$ cat src/rtl/nibble_serial_accumulator_pkg.sv
// nibble_serial_accumulator_pkg: shared types and constants for the nibble-serial accumulator
package nibble_serial_accumulator_pkg;
  typedef enum logic [1:0] {IDLE, ADD, RESP} state_e;
  localparam int NIBBLE_W = 4;
  function automatic int idx_w(input int n);
    return (n > 1) ? $clog2(n) : 1;
  endfunction
endpackage

$ cat src/rtl/nibble_serial_accumulator_if.sv
// nibble_serial_accumulator_if: operand/result handshake bundle for the accumulator
interface nibble_serial_accumulator_if #(parameter int W = 16);
  logic in_valid, in_ready, in_sub, acc_clr;
  logic [W-1:0] in_data, out_data;
  logic out_valid, out_ready, out_carry, out_ovf, busy;
  modport master (
    output in_valid, in_data, in_sub, acc_clr, out_ready,
    input  in_ready, out_valid, out_data, out_carry, out_ovf, busy
  );
  modport slave (
    input  in_valid, in_data, in_sub, acc_clr, out_ready,
    output in_ready, out_valid, out_data, out_carry, out_ovf, busy
  );
endinterface

$ cat src/rtl/nibble_serial_accumulator_rca.sv
// ripple_carry_adder: 4-bit ripple-carry adder slice
module ripple_carry_adder
  import nibble_serial_accumulator_pkg::*;
(
  input  logic [NIBBLE_W-1:0] a,
  input  logic [NIBBLE_W-1:0] b,
  input  logic                ci,
  output logic [NIBBLE_W-1:0] s,
  output logic                co
);
  logic [NIBBLE_W:0] c;
  assign c[0] = ci;
  for (genvar i = 0; i < NIBBLE_W; i++) begin : g_fa
    assign s[i]   = a[i] ^ b[i] ^ c[i];
    assign c[i+1] = (a[i] & b[i]) | (c[i] & (a[i] ^ b[i]));
  end
  assign co = c[NIBBLE_W];
endmodule

$ cat src/rtl/nibble_serial_accumulator.sv
// nibble_serial_accumulator: add/sub accumulator reusing one 4-bit adder slice nibble-serially
module nibble_serial_accumulator
  import nibble_serial_accumulator_pkg::*;
#(parameter int W = 16)
(
  input logic clk,
  input logic rst_n,
  nibble_serial_accumulator_if.slave bus
);
  localparam int N  = W / NIBBLE_W;
  localparam int IW = idx_w(N);
  state_e state_q, state_d;
  logic [W-1:0] acc_q, acc_d, opnd_q, opnd_d;
  logic [IW-1:0] idx_q, idx_d;
  logic carry_q, carry_d, out_carry_q, out_carry_d, ovf_q, ovf_d;
  logic [NIBBLE_W-1:0] sum;
  logic co, last;
  assign last = idx_q == IW'(N - 1);
  ripple_carry_adder u_slice (
    .a (acc_q[idx_q*NIBBLE_W +: NIBBLE_W]),
    .b (opnd_q[idx_q*NIBBLE_W +: NIBBLE_W]),
    .ci(carry_q),
    .s (sum),
    .co(co)
  );
  always_comb begin
    state_d     = state_q;
    acc_d       = acc_q;
    opnd_d      = opnd_q;
    idx_d       = idx_q;
    carry_d     = carry_q;
    out_carry_d = out_carry_q;
    ovf_d       = ovf_q;
    case (state_q)
      IDLE: begin
        if (bus.acc_clr) begin
          acc_d = '0;
          ovf_d = 1'b0;
        end
        if (bus.in_valid) begin
          opnd_d  = bus.in_sub ? ~bus.in_data : bus.in_data;
          carry_d = bus.in_sub;
          idx_d   = '0;
          state_d = ADD;
        end
      end
      ADD: begin
        acc_d[idx_q*NIBBLE_W +: NIBBLE_W] = sum;
        carry_d = co;
        idx_d   = idx_q + 1'b1;
        if (last) begin
          state_d     = RESP;
          out_carry_d = co;
          // acc_q MSB is still the pre-operation sign while the top nibble is computed
          ovf_d = ovf_q | ((acc_q[W-1] == opnd_q[W-1]) && (sum[NIBBLE_W-1] != acc_q[W-1]));
        end
      end
      RESP: state_d = bus.out_ready ? IDLE : RESP;
      default: state_d = IDLE;
    endcase
  end
  always_ff @(posedge clk) begin
    if (!rst_n) begin
      state_q     <= IDLE;
      acc_q       <= '0;
      opnd_q      <= '0;
      idx_q       <= '0;
      carry_q     <= 1'b0;
      out_carry_q <= 1'b0;
      ovf_q       <= 1'b0;
    end else begin
      state_q     <= state_d;
      acc_q       <= acc_d;
      opnd_q      <= opnd_d;
      idx_q       <= idx_d;
      carry_q     <= carry_d;
      out_carry_q <= out_carry_d;
      ovf_q       <= ovf_d;
    end
  end
  assign bus.in_ready  = state_q == IDLE;
  assign bus.out_valid = state_q == RESP;
  assign bus.busy      = state_q != IDLE;
  assign bus.out_data  = acc_q;
  assign bus.out_carry = out_carry_q;
  assign bus.out_ovf   = ovf_q;
endmodule

$ cat src/flat_wrapper.sv
// flat-port wrapper written by rule: the top's interface ports become plain ports
module nibble_serial_accumulator_flat import nibble_serial_accumulator_pkg::*;
#(parameter int W = 16)
  (clk, rst_n, bus_in_valid, bus_in_data, bus_in_sub, bus_acc_clr, bus_out_ready, bus_in_ready, bus_out_valid, bus_out_data, bus_out_carry, bus_out_ovf, bus_busy);
  nibble_serial_accumulator_if #(.W(W)) bus_i ();
  input logic clk;
  input logic rst_n;
  input wire logic [$bits(bus_i.in_valid)-1:0] bus_in_valid;
  input wire logic [$bits(bus_i.in_data)-1:0] bus_in_data;
  input wire logic [$bits(bus_i.in_sub)-1:0] bus_in_sub;
  input wire logic [$bits(bus_i.acc_clr)-1:0] bus_acc_clr;
  input wire logic [$bits(bus_i.out_ready)-1:0] bus_out_ready;
  output wire logic [$bits(bus_i.in_ready)-1:0] bus_in_ready;
  output wire logic [$bits(bus_i.out_valid)-1:0] bus_out_valid;
  output wire logic [$bits(bus_i.out_data)-1:0] bus_out_data;
  output wire logic [$bits(bus_i.out_carry)-1:0] bus_out_carry;
  output wire logic [$bits(bus_i.out_ovf)-1:0] bus_out_ovf;
  output wire logic [$bits(bus_i.busy)-1:0] bus_busy;
  assign bus_i.in_valid = bus_in_valid;
  assign bus_i.in_data = bus_in_data;
  assign bus_i.in_sub = bus_in_sub;
  assign bus_i.acc_clr = bus_acc_clr;
  assign bus_i.out_ready = bus_out_ready;
  assign bus_in_ready = bus_i.in_ready;
  assign bus_out_valid = bus_i.out_valid;
  assign bus_out_data = bus_i.out_data;
  assign bus_out_carry = bus_i.out_carry;
  assign bus_out_ovf = bus_i.out_ovf;
  assign bus_busy = bus_i.busy;
  nibble_serial_accumulator #(.W(W)) u_core (.clk(clk), .rst_n(rst_n), .bus(bus_i));
endmodule
$ cat config.mk
export PLATFORM = sky130hd
export DESIGN_NAME = nibble_serial_accumulator_flat
export DESIGN_NICKNAME = d
export VERILOG_FILES = /design/src/rtl/nibble_serial_accumulator_pkg.sv /design/src/rtl/nibble_serial_accumulator_if.sv /design/src/rtl/nibble_serial_accumulator_rca.sv /design/src/rtl/nibble_serial_accumulator.sv /design/src/flat_wrapper.sv
export SDC_FILE = /design/constraint.sdc
export NUM_CORES = 1
export LEC_CHECK = 0
export BUFFER_PORTS_ARGS = -buffer_cell sky130_fd_sc_hd__buf_2
export CORE_ASPECT_RATIO = 1.1
export CORE_UTILIZATION = 46
export CTS_CLUSTER_SIZE = 12
export DETAILED_ROUTE_END_ITERATION = 7
export GPL_ROUTABILITY_DRIVEN = 0
export HOLD_SLACK_MARGIN = 0.05
export PLACE_DENSITY = 0.76
export SLEW_MARGIN = 40
export SYNTH_ARGS = -nofsm -noshare
export SYNTH_HDL_FRONTEND = slang
export SYNTH_SLANG_ARGS = --single-unit
$ cat constraint.sdc
create_clock -name clk -period 5.4 [get_ports clk]
set_clock_uncertainty 0.15 [all_clocks]
set_input_delay 1.08 -clock clk [delete_from_list [all_inputs] [get_ports clk]]
set_output_delay 1.08 -clock clk [all_outputs]
set_load 0.03 [all_outputs]
* Yosys cells after proc, flatten, opt, wreduce, memory -nomap -nowiden
Cells that the tools add are included.
** Word-level totals
- Register bits after elaboration :: 39
- Bits of input ports :: 22
- Output and inout port bits :: 21
- Logic and storage cells :: 68
** Cells by class
- Add/subtract/negate cells :: 2
- Equal/unequal tests :: 8
- Shift-type cells :: 4
- Muxes and demuxes :: 15
- Bitwise gates (word level) :: 22
- Reduce and logical (&&, ||, !) cells :: 10
** Operators with widths (count)
- $neg 4->34 :: 1
- $shift 4x34->16 const A :: 1
- $shiftx 4x34->16 :: 1
- $mux 16 :: 2
- $pmux 16 s2 :: 1
- $shiftx 16x5->4 :: 2
- $bwmux 16 :: 1
- $not 16->16 :: 1
- $reduce_and 2->1 :: 5
- $and 1x1->1 :: 8
- $mux 2 :: 4
- $xor 1x1->1 :: 8
- $pmux 2 s3 :: 1
- $or 1x1->1 :: 5
- $eq 2x2->1 const B :: 2
- $ne 2x2->1 const B :: 2
- $pmux 1 s2 :: 2
- $pmux 2 s2 :: 1
- $reduce_bool 2->1 :: 2
- $mux 1 :: 3
- $reduce_and 3->1 :: 1
- $add 2x1->2 const B :: 1
- $eq 2x1->1 const B :: 1
- $logic_not 2->1 :: 1
- other kinds (4) :: 4

* Logic depth before layout (Yosys ltp)
Gate-level depths: netlist of the first run.
- Depth in word-level cells :: 14
- Depth in mapped cells :: 13
- Mapped depth without buffers :: 12

* Modules after synthesis
From an unflattened synthesis of the first run, not the netlist that was laid out.
** Second synthesis, totals
- Cell total of the unflattened synthesis :: 196
- Area total of the unflattened synthesis :: 2073.2 µm²
** By module, submodules not included
- nibble_serial_accumulator :: times used 1, cells each 182, area an instance 1955.6 µm², sequential area each 780.7 µm²
- ripple_carry_adder :: times used 1, cells each 14, area an instance 117.6 µm², sequential area each 0.0 µm²

* Least setup slack after synthesis of the first run
No wires, ideal clock.
- Path kind :: register -> register
- Start point :: register u_core.idx_q[0]
- End point :: register u_core.ovf_q, in the netlist u_core.bus.out_ovf
- Library setup time :: 59 ps
- Data arrival time :: 3413 ps
- Required time :: 5191 ps
- Setup slack :: 1778 ps
- Cell stages (with the launch flop) :: 14
- Path buffers :: 1
- Period minus slack after synthesis :: 3622 ps
- Path through :: dfxtp_1 -> buf_6 -> mux4_1 -> inv_1 -> fa_1 -> inv_1 -> fa_1 -> inv_1 -> fa_1 -> inv_1 -> fa_1 -> or3b_2 -> a211oi_1 -> o211a_1
** Between the ends
- Cells in the longest elaborated chain, start to end :: 14
- Elaborated cells on any way between the ends :: 24
- Those cells by class :: eq/ne: 3; shift: 2; mux: 2; bitwise: 15; reduce/logical: 2
** Ends and longest elaborated chain
- from (decl) :: RTL line nibble_serial_accumulator.sv:14 : logic [IW-1:0] idx_q, idx_d;
- from (signal assigned) :: RTL line nibble_serial_accumulator.sv:75 : idx_q <= idx_d;
- $shiftx 16x5->4 (on tied branches) :: RTL line nibble_serial_accumulator.sv:20, nibble_serial_accumulator.sv:21
- $xor 1x1->1 :: RTL line nibble_serial_accumulator_rca.sv:15 : assign c[i+1] = (a[i] & b[i]) | (c[i] & (a[i] ^ b[i]));
- $and 1x1->1 :: RTL line nibble_serial_accumulator_rca.sv:15
- $or 1x1->1 :: RTL line nibble_serial_accumulator_rca.sv:15
- $and 1x1->1 :: RTL line nibble_serial_accumulator_rca.sv:15
- $or 1x1->1 :: RTL line nibble_serial_accumulator_rca.sv:15
- $and 1x1->1 :: RTL line nibble_serial_accumulator_rca.sv:15
- $or 1x1->1 :: RTL line nibble_serial_accumulator_rca.sv:15
- $xor 1x1->1 :: RTL line nibble_serial_accumulator_rca.sv:14 : assign s[i] = a[i] ^ b[i] ^ c[i];
- $ne 1x1->1 :: RTL line nibble_serial_accumulator.sv:55 : ovf_d = ovf_q | ((acc_q[W-1] == opnd_q[W-1]) && (sum[NIBBLE_W-1] != acc_q[W-1]));
- $logic_and 1x1->1 :: RTL line nibble_serial_accumulator.sv:55
- $or 1x1->1 :: RTL line nibble_serial_accumulator.sv:55
- $mux 1 :: RTL line nibble_serial_accumulator.sv:51 : if (last) begin
- $pmux 1 s2 :: RTL line nibble_serial_accumulator.sv:34 : case (state_q)
- to (signal assigned) :: RTL line nibble_serial_accumulator.sv:78 : ovf_q <= ovf_d;
- to (decl) :: RTL line nibble_serial_accumulator.sv:15 : logic carry_q, carry_d, out_carry_q, out_carry_d, ovf_q, ovf_d;
Several ways; a longest one is shown, not always the timed one. The select of a mux whose other input is x is not followed.
A chain may end at the register's enable or synchronous reset.

* Final worst setup path of the first run
Ends and elaborated chain as after synthesis.

==> results of run 1 <==
## flip-flops by register name, summed over array words and instances (netlist names)
| signal | count |
|---|---|
| u_core.bus.out_carry | 1 |
| u_core.bus.out_data | 16 |
| u_core.bus.out_ovf | 1 |
| u_core.idx_q | 2 |
| u_core.carry_q | 1 |
| u_core.opnd_q | 16 |
| u_core.state_q | 2 |
## routing by layer
metal | GRT usage [%] | vias up | routed length, um
met5 | 0 | - | 0
met4 | 13.0 | 0 | 119
met3 | 4.22 | 14 | 257
met2 | 33.8 | 79 | 2140
met1 | 27.3 | 750 | 2080
li1 | - | 787 | -
## report_power, final
part | internal [W] | switching, W | total, W
clock network | 0.000117 | 0.000101 | 0.000217
logic | 0.0000530 | 0.0000557 | 0.000109
registers | 0.000302 | 0.0000147 | 0.000317
total | 0.000472 | 0.000171 | 0.000643
## worst max path at each step
stage / slack (ns) / depth (start not counted) / end
2_1_floorplan: 1.78 / 13 / u_core.bus.out_ovf
3_3_place_gp: 1.49 / 12 / u_core.bus.out_ovf
3_5_place_dp: 1.34 / 12 / u_core.bus.out_ovf
4_1_cts: 1.33 / 12 / u_core.bus.out_ovf
5_1_grt: 1.10 / 12 / u_core.bus.out_ovf
6_report: 1.34 / 12 / u_core.bus.out_ovf
## worst max-delay path, cell delays in order, from the launching register on
cell and delay [ns]:
dfxtp_1 0.82, mux4_1 0.63, inv_1 0.09, fa_1 0.16
inv_1 0.05, fa_1 0.36, inv_1 0.08, fa_1 0.15
inv_1 0.05, fa_1 0.58, or3b_2 0.46, a211oi_1 0.25
o211a_1 0.17
## layout by cell type (no fill, tap or decap), types with 2 or more instances in the layout
master,n
inv_1,11
nand2b_1,2
and3b_1,2
mux4_2,5
ha_1,4
nor2b_1,5
xnor2_1,16
o21a_1,3
mux4_1,3
nand2_1,17
a21oi_1,3
o2bb2ai_1,4
o21ai_0,9
a22o_1,4
fa_1,4
nand3b_1,7
clkbuf_8,7
dfxtp_1,39
mux2i_1,6
buf_2,42
nand3_1,5
a21boi_0,9
nor2_1,2
o211a_1,17
## cells by family (layout without fill, tap and decap cells)
| group | count (synthesis) | count (layout) |
|---|---|---|
| XOR/XNOR | 16 | 16 |
| adder cells (fa/ha/maj) | 8 | 8 |
| buffers and inverters | 26 | 62 |
| multiplexers | 14 | 14 |
| AND/OR/NAND/NOR | 47 | 47 |
| AO/OA/AOI/OAI | 51 | 51 |
| flip-flops | 39 | 39 |
## area by class of cell
type	instances	area share [%]
multi-input cells	136	49.9
flip-flops and latches	39	32.4
repair buffers	43	9.03
clock buffers	8	4.15
well taps	54	2.80
inverters	11	1.71
## synthesized netlist by cell type, types with 5 or more instances
cell type and instances:
dfxtp_1 39, nand2_1 17, o211a_1 17, xnor2_1 16, inv_1 11, a21boi_0 9, o21ai_0 9, nand3b_1 7
mux2i_1 6, buf_4 5, clkbuf_1 5, mux4_2 5, nand3_1 5, nor2b_1 5
## per-stage QoR
step	total power (W)	cells	hold WS [ns]	instance area (um^2)	util (%)
6_report	0.000643	291	0.346	2410	55.4
5_1_grt	0.000675	291	0.350	2410	55.4
4_1_cts	0.000646	291	0.346	2410	55.4
3_5_place_dp	0.000433	283	0.330	2310	53.1
3_3_place_gp	0.000429	283	0.331	2310	53.1
2_1_floorplan	0.000406	201	0.314	2110	-
==> results.toml, run 1 <==
[floorplanning]
die_w_um = 66.6
dieArea_mm2 = 0.00487
die_h_um = 73.1
start_util_pct = 48.6
core_mm2 = 0.00435
io_pins = 43
rows = 25

[timing]
post-route-min-period_ns = 4.06
setup_violations = 0
rsz0062_at_grt = "no"
fmax_mhz = 246
setup_slack_ns = 1.34
drv_slew = 0
setup_tns_ns = 0
hold_viol = 0
tightestPinTransition_ns = 0.767
finalCritPeriodShare_pct = 75.2
slew_headroom_pct = 48.8

[yosys]
synth_top_family_by_area = "compound AO/OA/AOI/OAI gates"
synth_edf_count = 0
yosys.area_share.simple_pct = 13.0
syn-num-nets = 231
synth_top_cell_area_share_pct = 37.0
synth-main-ff-cell = "dfxtp_1"
ys_ff_latch = 39
synth.yosys.seq_area_share_pct = 37.0
synth-xor-area-share_pct = 6.64
synth_fa_ha_area_share_pct = 6.16
synthDistinctLibCells = 35
synth-async-reset-ratio_pct = 0
yosys.area.top_type = "dfxtp_1"
yosys-top-cells-area = "dfxtp_1, o211a_1, xnor2_1"
synthCells = 201
yosys_warnings = 0
synth-compound-area-share_pct = 19.2
synth_mux_area_share_pct = 11.9
netlist_area_mm2 = 0.00211
syn_avg_cell_area_um2 = 10.5

[grt]
track_usage_pct = 21.6
grt_start_max_net_pins = 36
grt_pass1_vias = 1550
antenna_found_initial = 0
grt-ovfl-total = 0
grt_pass1_wl_mm = 7.62

[detailed_routing]
dr.pass1.iters = 4
dr_total_vias = 1630
drc_errors = 0
finalWirelength_mm = 4.59
avgRoutedWirePerCell_um = 15.8
ant_nets = 0
vias_per_cell = 5.60
drtIter0Drc = 153

[worst_setup_path]
arrival_ns = 4.15
critPathKind = "reg2reg"
cp_max_fo = 16
r2r-start = "u_core.idx_q[0]"
r2r-end = "u_core.bus.out_ovf"
cp-startpoint = "u_core.idx_q[0]"
start_kind = "register"
rrSetupSlack_ns = 1.34
worstSetupEndpointType = "register"
required_ns = 5.49
reg2reg_depth = 12

[hold_path]
worstHoldPathType = "reg2reg"
min_from = "u_core.bus.out_data[14]"
hold_depth = 1
hold_end = "u_core.bus.out_data[14]"

[final_layout]
drive_above_1_share_pct = 24.5
regArea_um2 = 781
syn_to_final_growth_pct = 14.1
fillers = 408
diodes = 0
nets = 266
multiInputGateArea_mm2 = 0.00120

[place]
place_ws_ns = 1.34
port_buffers = 42
hpwl_mm = 3.34

[outcome]
outcome = "finished, final reports clean"

[cts]
post_cts_buffers = 0
cts_tree = "built"
clockRootBuffer = "clkbuf_8"
cts_hold_buf = 0
clockBufferDepth = 2
ctsResizeCount = 0
cts_buffers = 5
htreeDepth = 2
clk_latency_ns = 0.30
cts_sinks = 39
clkSlewWorstSetupHoldPaths_ns = 0.08

[power_and_ir_drop]
power_leakage_nw = 1.14
irDropWorstVdd_uv = 152
cellPowerDensity_mw_per_mm2 = 267

[flow_run]
maxCapViolCount = 0
No activity file was read; power rests on OpenSTA's default activity.
==> run 2: changes to the inputs <==
clock period = 3.8 ns   (was 5.4 ns; I/O delays follow)
==> run 2 against run 1 <==
Critical path depth did not move; critical path type unchanged; cell count grew 0.34%; die area unchanged; critical endpoint unchanged; count of clock-buffer cells in the layout shrank 2.
==> results.toml, run 2 (synthesized netlist as in run 1, its figures left out) <==
[cts]
cts_buffers = 5
ctsResizeCount = 0
clockRootBuffer = "clkbuf_8"
htreeDepth = 2
cts_sinks = 39
clockBufferDepth = 2
post_cts_buffers = 0
cts_hold_buf = 0
cts_tree = "built"
clk_latency_ns = 0.28
clkSlewWorstSetupHoldPaths_ns = 0.07

[timing]
rsz0062_at_grt = "no"
hold_viol = 0
slew_headroom_pct = 55.2
post-route-min-period_ns = 3.60
setup_tns_ns = 0
finalCritPeriodShare_pct = 94.8
setup_violations = 0
drv_slew = 0
tightestPinTransition_ns = 0.671
fmax_mhz = 278

[worst_setup_path]
max_stage_delay_ns = 0.58
required_ns = 3.88
critPathKind = "reg2reg"
worstSetupEndpointType = "register"
start_kind = "register"
cp_cell_sequence = "mux4_1 > inv_1 > fa_1 > inv_1 > fa_1 > inv_1 > fa_1 > inv_1 > fa_1 > or3b_2 > a211oi_1 > o211a_1"
critPathBufInv = 4
cp_max_fo = 6
arrival_ns = 3.68
slowest_stage = "fa_1"
critPathTopFamily = "adder cells"

[outcome]
outcome = "finished, final reports clean"

[detailed_routing]
ant_nets = 0
finalWirelength_mm = 4.52
drc_errors = 0
dr.pass1.iters = 4
dr_total_vias = 1656
vias_per_cell = 5.67
avgRoutedWirePerCell_um = 15.5
drtIter0Drc = 132

[place]
port_buffers = 42
placed_area_mm2 = 0.00232
hpwl_mm = 3.34

[final_layout]
regArea_um2 = 782
layout_commonest_cell = "buf_2"
diodes = 0
mostFrequentLayoutCells = "buf_2, dfxtp_1, nand2_1, o211a_1, xnor2_1"
fillers = 387
nets = 268
syn_to_final_growth_pct = 14.3
multiInputGateArea_mm2 = 0.00120
drive_above_1_share_pct = 25.6
design_area_mm2 = 0.00241

[grt]
grt_pass1_wl_mm = 7.38
grt-ovfl-total = 0
grt_start_max_net_pins = 36
antenna_found_initial = 0
grt_pass1_vias = 1493
track_usage_pct = 20.2

[floorplanning]
core_mm2 = 0.00435
die_w_um = 66.6
rows = 25
dieArea_mm2 = 0.00487
io_pins = 43
start_util_pct = 48.6
die_h_um = 73.1

[power_and_ir_drop]
irDropWorstVdd_uv = 203
fin_total_pwr_w = 0.000889
power_leakage_nw = 1.15
cellPowerDensity_mw_per_mm2 = 368

[flow_run]
maxCapViolCount = 0

[hold_path]
worstHoldPathType = "reg2reg"
run 2: area by class of cell:
cell class | instances | area share [%]
Multi-Input combinational cell | 136 | 49.8
Sequential cell | 39 | 32.4
Timing Repair Buffer | 45 | 9.64
Clock buffer | 6 | 3.42
Tap cell | 54 | 2.80
Inverter | 11 | 1.71
Clock inverter | 1 | 0.207
run 2: path summary, 6_finish.rpt:
check,to,slack [ns],depth (start not counted),start
max,u_core.bus.out_ovf,0.20,12,u_core.idx_q[0]
min,u_core.opnd_q[1],0.35,1,u_core.opnd_q[1]
max reg2reg,u_core.bus.out_ovf,0.20,12,u_core.idx_q[0]
min reg2reg,u_core.opnd_q[1],0.35,1,u_core.opnd_q[1]
run 2: through the flow:
step / setup WS (ns) / hold WS, ns / utilization [%] / std cells
2_1_floorplan: 0.178 / 0.314 / - / 201
3_3_place_gp: 0.269 / 0.331 / 53.5 / 285
3_5_place_dp: 0.0994 / 0.335 / 53.5 / 285
4_1_cts: 0.0913 / 0.346 / 55.5 / 292
5_1_grt: 0.0116 / 0.352 / 55.5 / 292
6_report: 0.199 / 0.352 / 55.5 / 292
run 2: report_power, final:
group	total [W]	internal (W)	switching, W
clock network	0.000281	0.000142	0.000138
registers	0.000448	0.000430	0.0000181
logic	0.000160	0.0000766	0.0000835
total	0.000889	0.000649	0.000240
run 2: per-layer routing:
layer	GRT usage [%]	vias up	part of all wire (%)
li1	-	792	-
met1	26.4	794	46
met2	32.3	57	46
met3	4.53	13	5.2
met4	7.80	0	2.5
met5	0	-	0
